--- src/rtl/pong_ball_if.sv ---
// Pong ball engine bus: paddle positions and start in, ball position, scores and events out.
interface pong_ball_if;
  logic       start;
  logic [8:0] pad_l_y;
  logic [8:0] pad_r_y;
  logic [9:0] ball_x;
  logic [8:0] ball_y;
  logic [3:0] score_l;
  logic [3:0] score_r;
  logic       point_l;
  logic       point_r;
  logic       game_over;

  modport master (
    output start, pad_l_y, pad_r_y,
    input  ball_x, ball_y, score_l, score_r, point_l, point_r, game_over
  );

  modport slave (
    input  start, pad_l_y, pad_r_y,
    output ball_x, ball_y, score_l, score_r, point_l, point_r, game_over
  );
endinterface

--- src/rtl/pong_ball_ctrl.sv ---
// Pong ball engine: tick-paced ball motion, wall/paddle bounces, miss detection,
// scoring and the idle/serve/play/score/game-over sequence.
module pong_ball_ctrl #(
  parameter int unsigned SCREEN_W    = 640,
  parameter int unsigned SCREEN_H    = 480,
  parameter int unsigned BALL        = 8,
  parameter int unsigned PAD_H       = 75,
  parameter int unsigned PAD_W       = 8,
  parameter int unsigned PADL_X      = 16,
  parameter int unsigned PADR_X      = 616,
  parameter int unsigned STEP        = 2,
  parameter int unsigned TICK_DIV    = 500000,
  parameter int unsigned SERVE_TICKS = 100,
  parameter int unsigned WIN_SCORE   = 9
) (
  input  logic        clk,
  input  logic        reset,
  pong_ball_if.slave  bus
);

  localparam int unsigned CNT_W = (TICK_DIV > 1) ? $clog2(TICK_DIV) : 1;
  localparam int unsigned SRV_W = $clog2(SERVE_TICKS + 1);

  // 11-bit geometry so edge sums never wrap
  localparam logic [10:0] XC_W    = 11'(SCREEN_W / 2 - BALL / 2);
  localparam logic [10:0] YC_W    = 11'(SCREEN_H / 2 - BALL / 2);
  localparam logic [10:0] W_W     = 11'(SCREEN_W);
  localparam logic [10:0] H_W     = 11'(SCREEN_H);
  localparam logic [10:0] BALL_W  = 11'(BALL);
  localparam logic [10:0] PADH_W  = 11'(PAD_H);
  localparam logic [10:0] STEP_W  = 11'(STEP);
  localparam logic [10:0] LFACE_W = 11'(PADL_X + PAD_W);
  localparam logic [10:0] RFACE_W = 11'(PADR_X);

  typedef enum logic [2:0] {IDLE, SERVE, PLAY, SCORE, GAME_OVER} state_t;

  state_t           state;
  logic [CNT_W-1:0] tick_cnt;
  logic [SRV_W-1:0] srv_cnt;
  logic [9:0]       ball_x;
  logic [8:0]       ball_y;
  logic [3:0]       score_l;
  logic [3:0]       score_r;
  logic             point_l;
  logic             point_r;
  logic             game_over;
  logic             dx_right;
  logic             dy_down;
  logic             scorer_l;

  logic        tick;
  logic [10:0] x_w, y_w, pl_w, pr_w, nx, ny;
  logic        ndx, ndy, ov_l, ov_r, hit_l, hit_r;
  logic [3:0]  score_nx;

  assign tick     = (tick_cnt == CNT_W'(TICK_DIV - 1));
  assign x_w      = {1'b0, ball_x};
  assign y_w      = {2'b0, ball_y};
  assign pl_w     = {2'b0, bus.pad_l_y};
  assign pr_w     = {2'b0, bus.pad_r_y};
  assign ov_l     = (y_w + BALL_W > pl_w) && (y_w < pl_w + PADH_W);
  assign ov_r     = (y_w + BALL_W > pr_w) && (y_w < pr_w + PADH_W);
  assign score_nx = scorer_l ? (score_l + 4'd1) : (score_r + 4'd1);

  // Next position from pre-update values; hit_l/hit_r flag a point for that player
  always_comb begin
    ny    = y_w;
    ndy   = dy_down;
    nx    = x_w;
    ndx   = dx_right;
    hit_l = 1'b0;
    hit_r = 1'b0;
    if (dy_down) begin
      if (y_w + BALL_W + STEP_W > H_W) begin
        ny  = H_W - BALL_W;
        ndy = 1'b0;
      end else begin
        ny = y_w + STEP_W;
      end
    end else begin
      if (y_w < STEP_W) begin
        ny  = 11'd0;
        ndy = 1'b1;
      end else begin
        ny = y_w - STEP_W;
      end
    end
    if (!dx_right) begin
      if (x_w >= LFACE_W && x_w < LFACE_W + STEP_W && ov_l) begin
        nx  = LFACE_W;
        ndx = 1'b1;
      end else if (x_w < STEP_W) begin
        hit_r = 1'b1;
      end else begin
        nx = x_w - STEP_W;
      end
    end else begin
      if (x_w + BALL_W <= RFACE_W && x_w + BALL_W + STEP_W > RFACE_W && ov_r) begin
        nx  = RFACE_W - BALL_W;
        ndx = 1'b0;
      end else if (x_w + BALL_W + STEP_W > W_W) begin
        hit_l = 1'b1;
      end else begin
        nx = x_w + STEP_W;
      end
    end
  end

  always_ff @(posedge clk or posedge reset) begin
    if (reset) begin
      state     <= IDLE;
      tick_cnt  <= '0;
      srv_cnt   <= '0;
      ball_x    <= 10'(XC_W);
      ball_y    <= 9'(YC_W);
      score_l   <= 4'd0;
      score_r   <= 4'd0;
      point_l   <= 1'b0;
      point_r   <= 1'b0;
      game_over <= 1'b0;
      dx_right  <= 1'b1;
      dy_down   <= 1'b1;
      scorer_l  <= 1'b0;
    end else begin
      tick_cnt <= tick ? '0 : tick_cnt + CNT_W'(1);
      point_l  <= 1'b0;
      point_r  <= 1'b0;
      case (state)
        IDLE: begin
          ball_x <= 10'(XC_W);
          ball_y <= 9'(YC_W);
          if (bus.start) begin
            state   <= SERVE;
            score_l <= 4'd0;
            score_r <= 4'd0;
            srv_cnt <= '0;
          end
        end
        SERVE: begin
          ball_x  <= 10'(XC_W);
          ball_y  <= 9'(YC_W);
          dy_down <= 1'b1;
          if (tick) begin
            if (srv_cnt == SRV_W'(SERVE_TICKS - 1)) state <= PLAY;
            else srv_cnt <= srv_cnt + SRV_W'(1);
          end
        end
        PLAY: begin
          if (tick) begin
            ball_y  <= 9'(ny);
            dy_down <= ndy;
            if (hit_l || hit_r) begin
              state    <= SCORE;
              scorer_l <= hit_l;
            end else begin
              ball_x   <= 10'(nx);
              dx_right <= ndx;
            end
          end
        end
        SCORE: begin
          ball_x <= 10'(XC_W);
          ball_y <= 9'(YC_W);
          if (scorer_l) begin
            score_l  <= score_nx;
            point_l  <= 1'b1;
            dx_right <= 1'b1;
          end else begin
            score_r  <= score_nx;
            point_r  <= 1'b1;
            dx_right <= 1'b0;
          end
          if (score_nx == 4'(WIN_SCORE)) begin
            state     <= GAME_OVER;
            game_over <= 1'b1;
          end else begin
            state   <= SERVE;
            srv_cnt <= '0;
          end
        end
        GAME_OVER: begin
          ball_x <= 10'(XC_W);
          ball_y <= 9'(YC_W);
          if (bus.start) begin
            state     <= SERVE;
            score_l   <= 4'd0;
            score_r   <= 4'd0;
            game_over <= 1'b0;
            srv_cnt   <= '0;
          end
        end
        default: state <= IDLE;
      endcase
    end
  end

  assign bus.ball_x    = ball_x;
  assign bus.ball_y    = ball_y;
  assign bus.score_l   = score_l;
  assign bus.score_r   = score_r;
  assign bus.point_l   = point_l;
  assign bus.point_r   = point_r;
  assign bus.game_over = game_over;

endmodule

--- src/flat_wrapper.sv ---
// flat-port wrapper written by rule: the top's interface ports become plain ports
module pong_ball_ctrl_flat 
#(
  parameter int unsigned SCREEN_W    = 640,
  parameter int unsigned SCREEN_H    = 480,
  parameter int unsigned BALL        = 8,
  parameter int unsigned PAD_H       = 75,
  parameter int unsigned PAD_W       = 8,
  parameter int unsigned PADL_X      = 16,
  parameter int unsigned PADR_X      = 616,
  parameter int unsigned STEP        = 2,
  parameter int unsigned TICK_DIV    = 500000,
  parameter int unsigned SERVE_TICKS = 100,
  parameter int unsigned WIN_SCORE   = 9
)
  (clk, reset, bus_start, bus_pad_l_y, bus_pad_r_y, bus_ball_x, bus_ball_y, bus_score_l, bus_score_r, bus_point_l, bus_point_r, bus_game_over);
  pong_ball_if bus_i ();
  input  logic clk;
  input  logic reset;
  input wire logic [$bits(bus_i.start)-1:0] bus_start;
  input wire logic [$bits(bus_i.pad_l_y)-1:0] bus_pad_l_y;
  input wire logic [$bits(bus_i.pad_r_y)-1:0] bus_pad_r_y;
  output wire logic [$bits(bus_i.ball_x)-1:0] bus_ball_x;
  output wire logic [$bits(bus_i.ball_y)-1:0] bus_ball_y;
  output wire logic [$bits(bus_i.score_l)-1:0] bus_score_l;
  output wire logic [$bits(bus_i.score_r)-1:0] bus_score_r;
  output wire logic [$bits(bus_i.point_l)-1:0] bus_point_l;
  output wire logic [$bits(bus_i.point_r)-1:0] bus_point_r;
  output wire logic [$bits(bus_i.game_over)-1:0] bus_game_over;
  assign bus_i.start = bus_start;
  assign bus_i.pad_l_y = bus_pad_l_y;
  assign bus_i.pad_r_y = bus_pad_r_y;
  assign bus_ball_x = bus_i.ball_x;
  assign bus_ball_y = bus_i.ball_y;
  assign bus_score_l = bus_i.score_l;
  assign bus_score_r = bus_i.score_r;
  assign bus_point_l = bus_i.point_l;
  assign bus_point_r = bus_i.point_r;
  assign bus_game_over = bus_i.game_over;
  pong_ball_ctrl #(.SCREEN_W(SCREEN_W), .SCREEN_H(SCREEN_H), .BALL(BALL), .PAD_H(PAD_H), .PAD_W(PAD_W), .PADL_X(PADL_X), .PADR_X(PADR_X), .STEP(STEP), .TICK_DIV(TICK_DIV), .SERVE_TICKS(SERVE_TICKS), .WIN_SCORE(WIN_SCORE)) u_core (.clk(clk), .reset(reset), .bus(bus_i));
endmodule
--- config.mk ---
export PLATFORM = sky130hd
export DESIGN_NAME = pong_ball_ctrl_flat
export DESIGN_NICKNAME = d
export VERILOG_FILES = /design/src/rtl/pong_ball_if.sv /design/src/rtl/pong_ball_ctrl.sv /design/src/flat_wrapper.sv
export SDC_FILE = /design/constraint.sdc
export NUM_CORES = 1
export LEC_CHECK = 0
export ABC_AREA = 1
export BUFFER_PORTS_ARGS = -buffer_cell sky130_fd_sc_hd__buf_4
export CAP_MARGIN = 20
export CORE_MARGIN = 1.5
export CORE_UTILIZATION = 50
export CTS_BUF_LIST = sky130_fd_sc_hd__clkbuf_16
export CTS_CLUSTER_DIAMETER = 50
export DETAILED_ROUTE_END_ITERATION = 10
export HOLD_SLACK_MARGIN = 0.1
export PLACE_DENSITY = 0.69
export SYNTH_ARGS = -nofsm -noshare
export SYNTH_HDL_FRONTEND = slang
export SYNTH_SLANG_ARGS = --single-unit
--- constraint.sdc ---
create_clock -name clk -period 8 [get_ports clk]
set_input_delay 2.4 -clock clk [delete_from_list [all_inputs] [get_ports clk]]
set_output_delay 2.4 -clock clk [all_outputs]
set_load 0.1 [all_outputs]
Word level (Yosys, flattened, before mapping)

Index checks and enable logic that the tools add are counted.

Add/sub/neg operators: 14
Magnitude comparators: 12
Eq/ne operators: 21
Mux-type cells: 56
Reduce and logical (&&, ||, !) cells: 26

Operators by type and width:

| cell                                                                               | count |
|---|---|
| 10-bit two-way mux                                                                 | 7 |
| 9-bit two-way mux                                                                  | 4 |
| 7-bit two-way mux                                                                  | 4 |
| 11-bit by 2-bit adder with 11-bit output (second input constant)                   | 2 |
| 11-bit by 10-bit greater-than comparator with 1-bit output (second input constant) | 2 |
| 11-bit by 9-bit greater-than comparator with 1-bit output                          | 2 |
| 9-bit by 11-bit less-than comparator with 1-bit output                             | 2 |
| 1-bit two-way mux                                                                  | 21 |
| 7-bit one-hot mux with 3 select lines                                              | 1 |
| 9-bit by 7-bit adder with 10-bit output (second input constant)                    | 2 |
| 10-bit one-hot mux with 2 select lines                                             | 1 |
| 19-bit by 1-bit adder with 19-bit output (second input constant)                   | 1 |
| 19-bit equality test (second input constant)                                       | 1 |
| 19-bit two-way mux                                                                 | 1 |
| 3-bit two-way mux                                                                  | 6 |
| 9-bit one-hot mux with 2 select lines                                              | 1 |
| 4-bit two-way mux                                                                  | 4 |
| 4-bit one-hot mux with 2 select lines                                              | 2 |
| 3-bit AND reduction                                                                | 5 |
| 5-bit AND reduction                                                                | 3 |
| 2-bit by 1-bit inequality test with 1-bit output (second input constant)           | 7 |
| 3-bit one-hot mux with 4 select lines                                              | 1 |
| 10-bit by 4-bit adder with 11-bit output (second input constant)                   | 1 |
| 11-bit by 9-bit greater-than comparator with 1-bit output (second input constant)  | 1 |
| other kinds (29)                                                                   | 47 |

Register bits: 62
Input port bits: 21
Output and inout port bits: 30
Logic and storage cells: 142

Logic depth before layout (Yosys ltp)

Depth after elaboration: 11
Gate-level depth with buffers: 21
Gate-level depth less buffers: 21

Least setup slack after synthesis

No wires, ideal clock.

Path type: input port to flip-flop
Start: input bus_pad_r_y[0]
End: register u_core.ball_x[9] (netlist: u_core.bus.ball_x[9])
Library setup time: 0.123 ns
Arrival: 4.599 ns
Data required time: 7.877 ns
Path slack: 3.277 ns
Stages on the path: 20
Path buffers: 1
Cells stage by stage: inv_1 -> ha_1 -> o21ai_0 -> nand3_1 -> xor2_1 -> ha_1 -> a21o_1 -> nor2_1 -> nand2_1 -> nand2_1 -> nand2_1 -> nand2_1 -> nand3_1 -> nor2_2 -> nand2_4 -> nand3_4 -> nand3_4 -> buf_8 -> nand2_2 -> o21ai_2

Longest elaborated chain between the ends: 9
Elaborated cells between the ends (all ways): 16
Classes of those cells: add/sub (1); order compare (2); eq/ne (2); mux (7); reduce/logical (4)

RTL lines:

| element                                                                       | line                  | text |
|---|---|---|
| from (decl)                                                                   | flat_wrapper.sv:22    | `input wire logic [$bits(bus_i.pad_r_y)-1:0] bus_pad_r_y;` |
| 9-bit by 7-bit adder with 10-bit output                                       | pong_ball_ctrl.sv:62  | `assign ov_r = (y_w + BALL_W > pr_w) && (y_w < pr_w + PADH_W);` |
| 9-bit by 11-bit less-than comparator with 1-bit output                        | pong_ball_ctrl.sv:62  |  |
| 1-bit logical AND (*)                                                         | pong_ball_ctrl.sv:62  |  |
| 1-bit logical AND (*)                                                         | pong_ball_ctrl.sv:98  | `if (x_w + BALL_W <= RFACE_W && x_w + BALL_W + STEP_W > RFACE_W && ov_r) begin` |
| 10-bit two-way mux or 1-bit two-way mux (tied branches)                       | pong_ball_ctrl.sv:98  |  |
| 10-bit two-way mux or 1-bit two-way mux (tied branches)                       | pong_ball_ctrl.sv:88  | `if (!dx_right) begin` |
| 10-bit two-way mux or 1-bit logical OR (tied branches)                        | pong_ball_ctrl.sv:152 | `if (hit_l \|\| hit_r) begin` |
| 10-bit two-way mux or 2-bit inequality test (tied branches)                   | n/a                   |  |
| 10-bit one-hot mux with 2 select lines or 5-bit AND reduction (tied branches) | n/a                   |  |
| to (signal assigned)                                                          | pong_ball_ctrl.sv:130 | `ball_x <= 10'(XC_W);` |
| to (signal assigned)                                                          | pong_ball_ctrl.sv:156 | `ball_x <= 10'(nx);` |
| to (signal assigned)                                                          | pong_ball_ctrl.sv:162 | `ball_x <= 10'(XC_W);` |
| to (decl)                                                                     | pong_ball_ctrl.sv:40  | `logic [9:0] ball_x;` |

Every way passes the cells marked *; elsewhere a longest branch is shown, timed or not. The select of a mux whose other input is x is not followed.
A chain may end at the register's enable or synchronous reset.

Worst setup path after layout

Start: input bus_pad_r_y[0]
End: register u_core.ball_x[4] (netlist: u_core.bus.ball_x[4])

The elaborated chain is that of the path after synthesis.

==> qor.yml <==
pwr:
  p_leak_nw: 3.14
  peakVddDrop_mv: 0.243
  power_density_nw_per_um2: 283
floorplan:
  fp-row-count: 38
  io_pins: 51
  die_h_um: 108
  core_sq_um: 10800
  start_util_pct: 50.9
  chipWidth_um: 108
  dieArea_sq_um: 11600
clocking:
  cts_tree: "built"
  numCtsBuffers: 9
  htreeDepth: 3
  clock_latency_ns: 0.33
  clock_path_buffers: 2
  cts_sinks: 60
  cts_post_setup_buffers_inserted: 0
  path_clk_slew_ns: 0.05
  cts_hold_buf: 0
  cts_resized: 0
  clockRootBuffer: "clkbuf_16"
worst_setup_path:
  cp.required_ns: 8.27
  path_cells: "buf_4, inv_1, ha_1, o21ai_0, nand3_1, xor2_1, ha_1, a21o_1, nor2_1, nand2_1, nand2_1, nand2_1, nand2_1, nand3_1, nor2_2, nand2_4, nand3_4, nand3_4, inv_1, nand2_1, nand2_1"
  cp-end-kind: "register"
  critPathArrivalTime_ns: 5.13
  criticalPathCategory: "primary input to register"
  worst_setup_path_start_kind: "primary input"
  path_max_fanout: 14
  cpMostUsedCell: "nand2_1"
  max_stage_delay_ns: 0.32
  crit_slowest_cell: "o21ai_0"
global_routing:
  grt_overflow: 0
  grt_pass1_wl_mm: 21.7
  antenna_found_initial: 0
  grt_pass1_vias: 4888
  track_usage_pct: 23.1
  grt_max_degree: 61
placement:
  hpwl_mm: 9.97
  io_buffer_count: 48
  dp_cells: 959
  place.gp.congestion: 0.882
  place_ws_ns: 2.81
logic_synthesis:
  synth_ff_type: "dfrtp_1"
  synth_xor_area_share_pct: 6.54
  ys_types: 46
  synth_top_family_by_area: "simple AND/OR/NAND/NOR gates"
  ys_warn_count: 0
  syn_area_sq_um: 5490
  synthMuxAreaShare_pct: 0.182
  synthAdderAreaFrac_pct: 11.4
  netlist_instances: 785
  synth.top_cell.area_share_pct: 21.9
  synth-compound-area-share_pct: 12.5
  yosys-top-cells-area: "dfrtp_1, nand2_1, ha_1"
  yosysTopAreaCell: "dfrtp_1"
  synth_seq_area_share_pct: 27.6
  synthSimpleGateAreaFrac_pct: 31.8
  syn_area_per_cell_sq_um: 7.00
  ys_ff_latch: 60
  async_flop_share_pct: 100
  synth-edff-count: 0
timing:
  finClkSkew_ns: 0.00517
  worstMarginPinSlew_ns: 0.736
  hold_viol_final: 0
  fin_ws_ns: 3.15
  finalCriticalPeriod_ns: 4.85
  setup_tns_ns: 0
  setup_viol: 0
  fmax_mhz: 206
  rsz0062_at_grt: "no"
  final_max_slew_viol_count: 0
  slew_headroom_pct: 50.9
  fin_crit_sh_pct: 60.7
cells_and_area:
  final_cell_mix: "nand2_1, inv_1, nor2_1, nand3_1, ha_1"
  area_growth_pct: 12.7
  fin_nets: 901
  antenna_cells: 0
  final_common_cell: "nand2_1"
  finalNonFillerCells: 975
  drive_gt1_share_pct: 15.1
detailed_routing:
  avgRoutedWirePerCell_um: 13.2
  vias_per_cell: 5.34
  via_count: 5207
  drt_iter0_markers: 289
  wirelength_mm: 12.9
  dr.pass1.iters: 5
  drtAntennaViolNets: 0
  drc: 0
outcome:
  status: "completed"
flow_run:
  max_cap_violations: 0
min_path:
  hp-class: "register to register"
[cells in the mapped netlist (2+ instances only)]
library cell,instances
o21a_1,6
nand3_1,58
xor2_1,37
o31ai_1,8
clkinv_1,3
o21ai_1,4
o21ai_0,41
buf_2,4
nand3_4,3
clkbuf_1,3
buf_4,7
o211ai_1,3
a21oi_1,41
a31oi_1,2
inv_1,101
nor4_1,5
o21ai_2,5
nor2_1,71
nor2_2,10
inv_2,12
a21oi_2,2
a22oi_1,2
nor3_1,15
nand3_2,2
dfrtp_1,48
ha_1,50
nand2_4,2
nor2_4,2
a21o_1,3
xnor2_1,4
nand2_2,9
dfstp_2,12
nand2_1,183
nand4_1,15
[path summary, 6_finish.rpt]
path	from	cells after the start	slack [ns]	endpoint
worst max-delay path	bus_pad_r_y[0]	21	3.15	u_core.bus.ball_x[4]
worst min-delay path	u_core.tick_cnt[0]	1	0.47	u_core.tick_cnt[0]
worst max register to register	u_core.bus.ball_y[4]	19	4.82	u_core.bus.ball_x[7]
worst min register to register	u_core.tick_cnt[0]	1	0.47	u_core.tick_cnt[0]
max in group asynchronous	reset	3	5.22	u_core.srv_cnt[5]
min in group asynchronous	reset	3	2.29	u_core.tick_cnt[1]
[per-stage QoR]
step	util [%]	hold slack, ns	power (mW)	instance area, sq um
3_5_place_dp	54.9	0.451	1.41	5930
4_1_cts	57.3	0.466	1.76	6190
5_1_grt	57.3	0.501	1.88	6190
3_3_place_gp	54.9	0.443	1.40	5930
6_report	57.3	0.466	1.75	6190
2_1_floorplan	-	0.433	1.24	5500
[logic make-up after synthesis]
family	count (synthesis)
muxes	1
other	1
and+or+nand+nor	381
AOI/OAI and AO/OA	119
buffers and inverters	132
adders and majority gates	50
DFF	60
xor gates and xnor gates	41
[registers in the layout, indices dropped and copies added, names as in the netlist]
| signal | cells |
|---|---|
| u_core.bus.score_r | 4 |
| u_core.state | 3 |
| u_core.bus.ball_x | 9 |
| u_core.bus.point_l | 1 |
| u_core.tick_cnt | 19 |
| u_core.bus.point_r | 1 |
| u_core.dy_down | 1 |
| u_core.bus.ball_y | 8 |
| u_core.bus.score_l | 4 |
| u_core.bus.game_over | 1 |
| u_core.dx_right | 1 |
| u_core.scorer_l | 1 |
| u_core.srv_cnt | 7 |
[worst max-delay path: cells and delay by family]
| family | cells | cell delay, ns |
|---|---|---|
| buffers and inverters | 3 | 0.32 |
| adder cells (fa/ha/maj) | 2 | 0.52 |
| XOR/XNOR | 1 | 0.18 |
| AND/OR/NAND/NOR | 13 | 1.21 |
| AO/OA/AOI/OAI | 2 | 0.50 |
[power breakdown]
group / switching, mW / total (mW) / internal [mW]
Combinational: 0.684 / 0.943 / 0.258
Sequential: 0.103 / 0.471 / 0.368
Clock: 0.135 / 0.340 / 0.205
[cell type report]
| class | count | area (sq um) |
|---|---|---|
| fill | 1026 | 4600 |
| multi-input combinational | 594 | 3430 |
| sequential | 60 | 1520 |
| inverter | 116 | 435 |
| timing repair buffer | 49 | 368 |
| clock buffer | 9 | 225 |
| tap | 140 | 175 |
| clock inverter | 7 | 36.3 |
[metal layers]
metal  global-route usage [%]  share of wire (%)
met1                     29.3                 46
met3                     2.78                3.3
met5                        0                  0
met4                     8.46                1.8
met2                     40.2                 49
Note: power is estimated with default switching activity, not from simulation.
